### config.mk
export PLATFORM = sky130hd
export DESIGN_NAME = prbs_loss_monitor
export DESIGN_NICKNAME = d
export VERILOG_FILES = /design/src/rtl/prbs5_checker_pkg.sv /design/src/rtl/prbs5_checker_loss_monitor.sv
export SDC_FILE = /design/constraint.sdc
export NUM_CORES = 1
export LEC_CHECK = 0
export ABC_AREA = 1
export BUFFER_PORTS_ARGS = -buffer_cell sky130_fd_sc_hd__buf_2
export CAP_MARGIN = 15
export CELL_PAD_IN_SITES_DETAIL_PLACEMENT = 0
export CELL_PAD_IN_SITES_GLOBAL_PLACEMENT = 2
export CORE_ASPECT_RATIO = 2
export CORE_MARGIN = 10
export CORE_UTILIZATION = 31
export CTS_BUF_LIST = sky130_fd_sc_hd__clkbuf_8
export CTS_CLUSTER_DIAMETER = 120
export DETAILED_ROUTE_END_ITERATION = 10
export GPL_ROUTABILITY_DRIVEN = 0
export GPL_TIMING_DRIVEN = 1
export HOLD_SLACK_MARGIN = 0.06
export PLACE_DENSITY_LB_ADDON = 0.1
export SETUP_SLACK_MARGIN = 0.2
export SKIP_CTS_REPAIR_TIMING = 1
export SLEW_MARGIN = 15
export SYNTH_ARGS = -nofsm -noshare
export SYNTH_HDL_FRONTEND = slang
export SYNTH_SLANG_ARGS = --single-unit
### constraint.sdc
create_clock -name clk -period 1.3 [get_ports clk]
set_input_delay 0.195 -clock clk [delete_from_list [all_inputs] [get_ports clk]]
set_output_delay 0.195 -clock clk [all_outputs]
set_load 0.05 [all_outputs]
### src/rtl/prbs5_checker_pkg.sv
// ============================================================
// prbs_pkg : shared types and constants for the PRBS5 checker
// Rev 1.0
// ============================================================
`default_nettype none

package prbs_pkg;

  typedef enum logic [0:0] {
    SEARCH = 1'b0,
    LOCKED = 1'b1
  } state_t;

  localparam int PRBS_LEN = 5;
  // Taps of x^5 + x^3 + 1 expressed as history-register indices (sr[0] newest)
  localparam int TAP_A    = 4;
  localparam int TAP_B    = 2;

  // The LFSR can never leave this state, so it is never a valid lock point
  localparam logic [PRBS_LEN-1:0] ZERO_SEED = '0;

endpackage

`default_nettype wire

### src/rtl/prbs5_checker_loss_monitor.sv
// ============================================================
// prbs_loss_monitor : windowed error count, flags loss of lock
// Rev 1.0
// ============================================================
`default_nettype none

module prbs_loss_monitor
  import prbs_pkg::*;
#(
  parameter int WIN      = 64,
  parameter int LOSS_THR = 8
) (
  input  wire logic clk,
  input  wire logic rst_n,
  input  wire logic step,
  input  wire logic err,
  input  wire logic restart,
  output logic      loss
);

  localparam int c_IDX_W = $clog2(WIN);
  localparam int c_ERR_W = $clog2(WIN + 1);
  localparam logic [c_IDX_W-1:0] c_WIN_LAST = c_IDX_W'(WIN - 1);
  localparam logic [c_ERR_W-1:0] c_THR      = c_ERR_W'(LOSS_THR);

  logic [c_IDX_W-1:0] r_win_idx;
  logic [c_ERR_W-1:0] r_win_err;
  logic [c_ERR_W-1:0] w_err_sum;

  // win_err stays below LOSS_THR <= WIN, so the +1 always fits
  assign w_err_sum = r_win_err + c_ERR_W'(err);
  assign loss      = step && (w_err_sum >= c_THR);

  always_ff @(posedge clk or negedge rst_n) begin
    if (!rst_n) begin
      r_win_idx <= '0;
      r_win_err <= '0;
    end else if (restart) begin
      r_win_idx <= '0;
      r_win_err <= '0;
    end else if (step) begin
      if (loss || (r_win_idx == c_WIN_LAST)) begin
        r_win_idx <= '0;
        r_win_err <= '0;
      end else begin
        r_win_idx <= r_win_idx + c_IDX_W'(1);
        r_win_err <= w_err_sum;
      end
    end
  end

endmodule

`default_nettype wire

## After elaboration in Yosys (flattened, before gate mapping)

Index checks and enable logic that the tools add are counted.

- Logic and storage cells: 15
- Register bits after elaboration: 13
- Input port bits: 5
- Output and inout port bits: 1

- $add $sub $neg: 2
- Reduce and logical (&&, ||, !) cells: 3
- Magnitude comparators: 1
- Muxes and demuxes: 6
- Eq/ne operators: 1

Operators with widths:

| cell | count |
|---|---|
| $mux W7 | 3 |
| $mux W6 | 3 |
| $add A7 B1 Y7 | 1 |
| $ge A7 B4 Y1 const B | 1 |
| $add A6 B1 Y6 const B | 1 |
| $eq A6 B6 Y1 const B | 1 |
| $reduce_bool A2 Y1 | 1 |
| $logic_and A1 B1 Y1 | 1 |
| $logic_or A1 B1 Y1 | 1 |

## Logic depth before layout (Yosys ltp)

Gate-level depths: netlist of the first run.

- Depth after elaboration: 7
- Mapped depth: 11
- Depth with buffers taken out: 11

## Worst setup path after synthesis of the first run

No wires, ideal clock.

- Path type: reg-to-output
- Start: reg r_win_err[0]
- End: out loss
- Data arrival time: 1,361 ps
- Path buffers: 0
- Setup slack: -256 ps
- Required time: 1,105 ps
- Cell stages (with the launch flop): 11
- Path through: dfrtp_1 ha_1 nand2_2 nor2_2 inv_1 nand2_1 inv_1 nor2_2 nand2_2 nand2_4 inv_1

- Cells in the longest elaborated chain, start to end: 3

RTL lines:

| what | RTL line | RTL |
|---|---|---|
| start, declared | prbs5_checker_loss_monitor.sv:27 | `logic [c_ERR_W-1:0] r_win_err;` |
| start signal, assigned | prbs5_checker_loss_monitor.sv:47 | `r_win_err <= w_err_sum;` |
| $add A7 B1 Y7 | prbs5_checker_loss_monitor.sv:31 | `assign w_err_sum = r_win_err + c_ERR_W'(err);` |
| $ge A7 B4 Y1 | prbs5_checker_loss_monitor.sv:32 | `assign loss = step && (w_err_sum >= c_THR);` |
| $logic_and A1 B1 Y1 | prbs5_checker_loss_monitor.sv:32 |  |
| end, declared | prbs5_checker_loss_monitor.sv:18 | `output logic loss` |

Every way passes these cells.

## Worst setup path after layout of the first run

Same ends and word-level chain as after synthesis.

==> run_results.csv, run 1 <==
group,metric,value,unit
worst_setup_path,crit_path_cell_trace,"ha_2 > nand2_4 > nor2_4 > nand2_1 > nand2_1 > nand2_1 > nor2_2 > nand2_2 > nand2_4 > clkinvlp_4 > buf_8",
status,outcome,"complete, but fails checks",
power_and_ir_drop,clkPwrFrac,38.5,%
worst_setup_path,worstPathRequired,1.11,ns
timing,layout_worst_path_cycle_share,141,%
hold_path,hp-class,"in2async",
timing,fin_crit,1.83,ns
cells_and_area,drive_above_1_share,31.9,%
placement,dp.final_hpwl,1.68,mm
route,finalWirelength,2.14,mm
floorplan,die_h,92.2,um
flow_run,maxCapViolations,0,
route,drtIter0Drc,8,
floorplan,dieArea,5170,um2
status,violations,"setup timing",
global_route,grt_overflow_total,0,
global_route,grt_pass1_wl,3.80,mm
clock_network,h-tree-depth,1,
clock_network,cts_root_buf,"clkbuf_8",
global_route,grt_max_degree,14,
route,drc,0,
power_and_ir_drop,p_sw_share,25.5,%
worst_setup_path,critical_path.startpoint_type,"register",
route,firstDrtPassIters,4,
cells_and_area,syn_to_final_growth,35.0,%
global_route,grt_usage,9.17,%
timing,clock_skew,0.00248,ns
logic_synthesis,syn-mean-instance-area,7.34,um2
worst_setup_path,worstSetupEndpointType,"output pin",
timing,rsz0062_at_grt,"yes",
floorplan,coreArea,2540,um2
logic_synthesis,yosys_warnings,0,
power_and_ir_drop,cellLeakagePower,0.571,nW
timing,holdWs,0.380,ns
timing,fmax,547,MHz
logic_synthesis,synth_nets,118,
clock_network,cts_tree,"yes",
clock_network,cts_made_buffers,3,
placement,dp_slack,-0.364,ns
global_route,antenna_found_initial,0,
worst_setup_path,worstPathBufferInverterCount,2,
timing,finalWorstSetupSlack,-0.528,ns
timing,worst_pin_slew,0.433,ns
floorplan,die_x,56.1,um
power_and_ir_drop,ir_drop,0.614,mV
route,viasPerCell,4.55,
power_and_ir_drop,combinationalPowerShare,14.2,%
floorplan,ioPinCount,6,
logic_synthesis,yosysUniqueCellTypes,20,
floorplan,start_util,31.8,%
worst_setup_path,slowest_stage,"dfrtp_1",
logic_synthesis,ys_seq_elements,13,
route,wl_per_cell,12.9,um
logic_synthesis,ys_seq_area_share,40.3,%
floorplan,rows,26,
worst_setup_path,critPathKind,"reg2out",
logic_synthesis,netlist_area,807,um2
placement,postPlaceCellArea,1000,um2
timing,setup_viol,10,
cells_and_area,num-nets-final,147,
power_and_ir_drop,p_per_area,857,nW/um2
worst_setup_path,slowest_delay,0.38,ns
worst_setup_path,cp_max_fo,4,
route,vias,756,
worst_setup_path,crit_path_frequent_cell,"nand2_1",
power_and_ir_drop,p_int,0.000696,W
placement,io_buffers,5,
timing,finalHoldViolCount,0,
clock_network,clkLatencyLatePin,0.24,ns
clock_network,clk_pin_slew,0.06,ns
timing,max_slew_margin,71.1,%
timing,finalMaxSlewViolations,0,
logic_synthesis,syn_inst,110,
timing,fin_setup_tns,-2.94,ns
route,antenna_left,0,
power_and_ir_drop,p_switching,0.000238,W
cells_and_area,diodes,0,
cells_and_area,fin_area,1090,um2
power_and_ir_drop,p_total,0.000934,W
worst_setup_path,worstPathArrival,1.63,ns
worst_setup_path,critPathTopFamily,"simple AND/OR/NAND/NOR gates",
clock_network,cts.sinks,13,
power_and_ir_drop,p_seq_share,47.3,%
global_route,grt_pass1_vias,829,
clock_network,clk_path_buf_depth,2,
==> layout make-up <==
cell class                      instances  area, um2
Fill cell                             283       1450
Multi-Input combinational cell         82        440
Sequential cell                        13        325
Timing Repair Buffer                   25        188
Inverter                               14       56.3
Clock buffer                            3       41.3
Tap cell                               28       35.0
Clock inverter                          1       3.75
==> flip-flops by register name, indices dropped and copies added, names as in the netlist <==
register,count
r_win_idx,6
r_win_err,7
==> layer usage <==
metal	vias to the layer above	share of wire (%)	track usage (%)
li1	401	-	-
met1	343	36	8.05
met2	6	60	18.4
met3	6	1.4	2.07
met4	0	2.2	4.23
met5	-	0	0
==> cells in the mapped netlist <==
library cell,instances,area [um2]
ha_1,3,37.5
nor3_1,2,10.0
nor2_2,3,18.8
nor3b_2,2,25.0
buf_6,1,11.3
nand2_4,1,11.3
nand3_1,13,65.1
o21ai_2,1,8.76
or2_1,1,6.26
dfrtp_1,13,325
o21ai_0,1,5.00
o21ai_1,1,5.00
nor2_1,15,56.3
nand2_1,33,124
inv_1,14,52.6
a21o_1,1,7.51
nor2_4,1,11.3
xnor2_1,1,8.76
nand2_2,2,12.5
a21oi_1,1,5.00
==> through the flow <==
stage | std cells | util (%)
5_1_grt | 166 | 42.9
3_5_place_dp | 160 | 39.5
6_report | 166 | 42.9
2_1_floorplan | 110 | -
4_1_cts | 164 | 41.3
3_3_place_gp | 160 | 39.5
==> worst reg2reg max path: stages, from the launching register on <==
cell and delay (ns):
dfrtp_1 0.38, ha_2 0.22, nand2_4 0.07, o21ai_0 0.19
nand2_1 0.07, inv_1 0.07, nor2_2 0.04, nand2_2 0.06
nand2_4 0.06, buf_4 0.17, nand3_1 0.08, nand2_1 0.06
==> final timing paths <==
check	start	end	slack [ns]	cells past startpoint
max	r_win_err[0]$_DFFE_PN0P_	loss	-0.53	11
min in group clk	restart	r_win_idx[5]$_DFFE_PN0P_	0.39	5
min	rst_n	r_win_idx[5]$_DFFE_PN0P_	0.38	2
max in group asynchronous	rst_n	r_win_idx[0]$_DFFE_PN0P_	0.68	2
min reg2reg	r_win_idx[3]$_DFFE_PN0P_	r_win_idx[3]$_DFFE_PN0P_	0.51	2
max reg2reg	r_win_err[0]$_DFFE_PN0P_	r_win_idx[1]$_DFFE_PN0P_	-0.28	11
==> power by group through the flow <==
stage                     sequential (W)  clock (W)  combinational [W]
final                           0.000442   0.000359           0.000133
after global routing            0.000445   0.000388           0.000154
after CTS                       0.000442   0.000367           0.000128
after detailed placement        0.000449          0           0.000126
after global placement          0.000448          0           0.000125
after floorplan                 0.000448          0          0.0000676
==> cell usage in the layout, fill, tap and decap left out, drive strengths merged, types with 2 or more instances in the layout <==
cell    netlist  layout
clkbuf        0       3
ha            3       3
nor3          2       2
buf           1      24
o21ai         3       3
dfrtp        13      13
inv          14      14
nand2        36      36
nor3b         2       2
nand3        13      13
nor2         19      19
==> cell families (layout without fill, tap and decap cells) <==
kind of cell | after synthesis | after routing | share of synthesized area [%]
xor+xnor | 1 | 1 | 1.09
simple gates | 73 | 73 | 42.2
fa+ha+maj | 3 | 3 | 4.65
flops | 13 | 13 | 40.3
compound gates | 5 | 5 | 3.87
buf+inv | 15 | 43 | 7.91
(Power assumes the default switching activity.)
==> inputs of run 2 (changes only) <==
--- a/config.mk
+++ b/config.mk
@@ -5,20 +5,18 @@
 export SDC_FILE = /design/constraint.sdc
 export NUM_CORES = 1
 export LEC_CHECK = 0
-export ABC_AREA = 1
 export BUFFER_PORTS_ARGS = -buffer_cell sky130_fd_sc_hd__buf_2
 export CAP_MARGIN = 15
 export CELL_PAD_IN_SITES_DETAIL_PLACEMENT = 0
 export CELL_PAD_IN_SITES_GLOBAL_PLACEMENT = 2
-export CORE_ASPECT_RATIO = 2
 export CORE_MARGIN = 10
-export CORE_UTILIZATION = 31
+export CORE_UTILIZATION = 34
 export CTS_BUF_LIST = sky130_fd_sc_hd__clkbuf_8
 export CTS_CLUSTER_DIAMETER = 120
 export DETAILED_ROUTE_END_ITERATION = 10
 export GPL_ROUTABILITY_DRIVEN = 0
 export GPL_TIMING_DRIVEN = 1
-export HOLD_SLACK_MARGIN = 0.06
+export HOLD_SLACK_MARGIN = 0.15
 export PLACE_DENSITY_LB_ADDON = 0.1
 export SETUP_SLACK_MARGIN = 0.2
 export SKIP_CTS_REPAIR_TIMING = 1
==> run 2 against run 1 <==
  * The flow still finishes with violations (setup timing)
  * Global-route usage increased by 0.17 points
  * Sequential power decreased by 4.8%
  * Sequential cell count unchanged
  * Clock power increased by 5.6%
  * Wire length decreased by 18%
  * Area after synthesis decreased by 11%
  * Register-to-register slack got worse by 0.11 ns
  * Largest power group unchanged
  * Non-clock buffer count decreased by 2
  * Final area decreased by 7.9%
  * Combinational power decreased by 34%
  * Critical path depth decreased by 5
==> run_results.csv, run 2 <==
group,metric,value,unit
timing,fin_setup_tns,-3.60,ns
clock_network,cts_root_buf,"clkbuf_8",
worst_setup_path,worstRegToRegCells,8,
timing,finalWorstSetupSlack,-0.491,ns
clock_network,clkLatencyLatePin,0.25,ns
cells_and_area,layout_common_cells,"16 x buf_4, 13 x dfrtp_1, 12 x nand2_1",
logic_synthesis,yosysTopAreaCellShare,45.5,%
cells_and_area,drive_above_1_share,35.0,%
timing,setup_viol,10,
global_route,antenna_found_initial,0,
route,drc,0,
clock_network,cts_tree,"yes",
cells_and_area,largest_register_ffs,7,
hold_path,hold_end,"r_win_idx[0]$_DFFE_PN0P_",
status,violations,"setup timing",
cells_and_area,multi_input_comb_area,405,um2
route,viasPerCell,4.98,
logic_synthesis,syn_inst,77,
logic_synthesis,ys_seq_elements,13,
global_route,grt_usage,9.34,%
timing,rsz0062_at_grt,"yes",
placement,io_buffers,5,
floorplan,dieArea,4340,um2
power_and_ir_drop,p_total,0.000888,W
hold_path,hp-class,"in2reg",
clock_network,cts_made_buffers,3,
power_and_ir_drop,cellLeakagePower,0.457,nW
floorplan,rows,16,
placement,dp.cells,121,
clock_network,clk_path_buf_depth,2,
route,firstDrtPassIters,4,
floorplan,die_h,65.9,um
logic_synthesis,ys_seq_area_share,45.5,%
logic_synthesis,syn-mean-instance-area,9.29,um2
timing,fin_crit,1.79,ns
logic_synthesis,synth-main-ff-cell,"dfrtp_1",
floorplan,die_x,65.9,um
logic_synthesis,yosys_warnings,0,
placement,postPlaceCellArea,898,um2
cells_and_area,seqCellArea,325,um2
timing,fmax,558,MHz
logic_synthesis,yosysUniqueCellTypes,28,
worst_setup_path,critPathTopFamily,"simple AND/OR/NAND/NOR gates",
timing,finalMaxSlewViolations,0,
worst_setup_path,slowest_delay,0.40,ns
route,drtIter0Drc,25,
floorplan,ioPinCount,6,
worst_setup_path,worstSetupEndpointType,"output pin",
power_and_ir_drop,p_per_area,885,nW/um2
logic_synthesis,yosysTopAreaCell,"dfrtp_1",
global_route,grt_pass1_vias,655,
worst_setup_path,slowest_stage,"dfrtp_1",
cells_and_area,layout_commonest_cell,"buf_4",
cells_and_area,syn_to_final_growth,40.2,%
logic_synthesis,synth_area_leaders,"dfrtp_1 45%, nand2_1 6.3%, ha_1 5.2%",
logic_synthesis,synth.most_common_cell,"dfrtp_1",
worst_setup_path,worstPathArrival,1.60,ns
placement,dp.final_hpwl,1.24,mm
cells_and_area,fin_area,1000,um2
worst_setup_path,worstPathBufferInverterCount,1,
worst_setup_path,worstSetupPathDepth,6,
logic_synthesis,netlist_area,716,um2
route,wl_per_cell,13.8,um
timing,max_slew_margin,78.6,%
route,antenna_left,0,
worst_setup_path,cp_max_fo,3,
worst_setup_path,critical_path.startpoint_type,"register",
cells_and_area,instances_no_fill,127,
worst_setup_path,critPathKind,"reg2out",
floorplan,start_util,36.1,%
worst_setup_path,rrSetupSlack,-0.39,ns
floorplan,coreArea,1980,um2
clock_network,clk_pin_slew,0.06,ns
global_route,grt_overflow_total,0,
cells_and_area,largest-register,"r_win_err",
timing,clock_skew,0.000773,ns
clock_network,h-tree-depth,1,
route,finalWirelength,1.75,mm
logic_synthesis,synthTopCellsByCount,"13 x dfrtp_1, 12 x nand2_1, 6 x nor2_1",
global_route,grt_pass1_wl,3.05,mm
worst_setup_path,worstReg2RegStart,"r_win_err[0]$_DFFE_PN0P_",
hold_path,hp-start,"restart",
timing,layout_worst_path_cycle_share,138,%
power_and_ir_drop,ir_drop,0.644,mV
worst_setup_path,crit_path_cell_trace,"ha_2 > and3_4 > nor4_4 > a41o_4 > nor2_4 > buf_8",
timing,worst_pin_slew,0.321,ns
cells_and_area,reg_top3,"r_win_err: 7 flops, r_win_idx: 6 flops",
timing,finalHoldViolCount,0,
timing,holdWs,0.247,ns
logic_synthesis,synth_nets,85,
flow_run,maxCapViolations,0,
clock_network,cts.sinks,13,
cells_and_area,num-nets-final,109,
logic_synthesis,synth_edf_count,0,
worst_setup_path,worstPathRequired,1.11,ns
cells_and_area,diodes,0,
hold_path,hold_depth,2,
worst_setup_path,reg2reg_to,"r_win_idx[3]$_DFFE_PN0P_",
status,outcome,"complete, but fails checks",
logic_synthesis,synth-async-reset-ratio,100,%
route,vias,633,
cells_and_area,fillers,182,
global_route,grt_max_degree,14,
[run 2: kinds of logic after synthesis]
logic type | after synthesis | share of synthesized area, %
flops | 13 | 45.5
compound gates | 14 | 13.8
mux | 2 | 2.80
fa+ha+maj | 3 | 5.25
simple gates | 39 | 28.3
buf+inv | 6 | 4.37
[run 2: through the flow]
step | setup WS, ns | utilization [%]
final | -0.491 | 50.6
after CTS | -0.610 | 47.7
after global routing | -0.553 | 50.6
after floorplan | -0.308 | -
after detailed placement | -0.337 | 45.3
after global placement | -0.297 | 45.3
[run 2: layout make-up]
cell class,count,area share [%]
inverter,2,0.748
clock buffer,3,4.11
timing repair buffer,23,18.5
clock inverter,1,0.499
tap,27,3.37
sequential,13,32.4
multi-input combinational,58,40.4
[run 2: metal layers]
layer  global-route usage (%)  vias up  share of wire, %
met5                        0        -                 0
met4                     6.42        0               2.7
met3                     2.37        5               2.7
met2                     13.5        7                46
met1                     11.8      295                48
li1                         -      326                 -
[run 2: worst max path at each step]
| stage | start | end | slack, ns |
|---|---|---|---|
| 6_report | r_win_err[0]$_DFFE_PN0P_ | loss | -0.49 |
| 5_1_grt | r_win_err[0]$_DFFE_PN0P_ | loss | -0.55 |
| 4_1_cts | r_win_err[0]$_DFFE_PN0P_ | loss | -0.61 |
| 3_5_place_dp | r_win_err[0]$_DFFE_PN0P_ | loss | -0.34 |
| 3_3_place_gp | r_win_err[0]$_DFFE_PN0P_ | loss | -0.30 |
| 2_1_floorplan | r_win_err[0]$_DFFE_PN0P_ | loss | -0.31 |
[run 2: power by group]
group	internal (W)	switching, W	total [W]
sequential	0.000414	0.00000720	0.000421
clock	0.000212	0.000166	0.000379
combinational	0.0000402	0.0000476	0.0000878
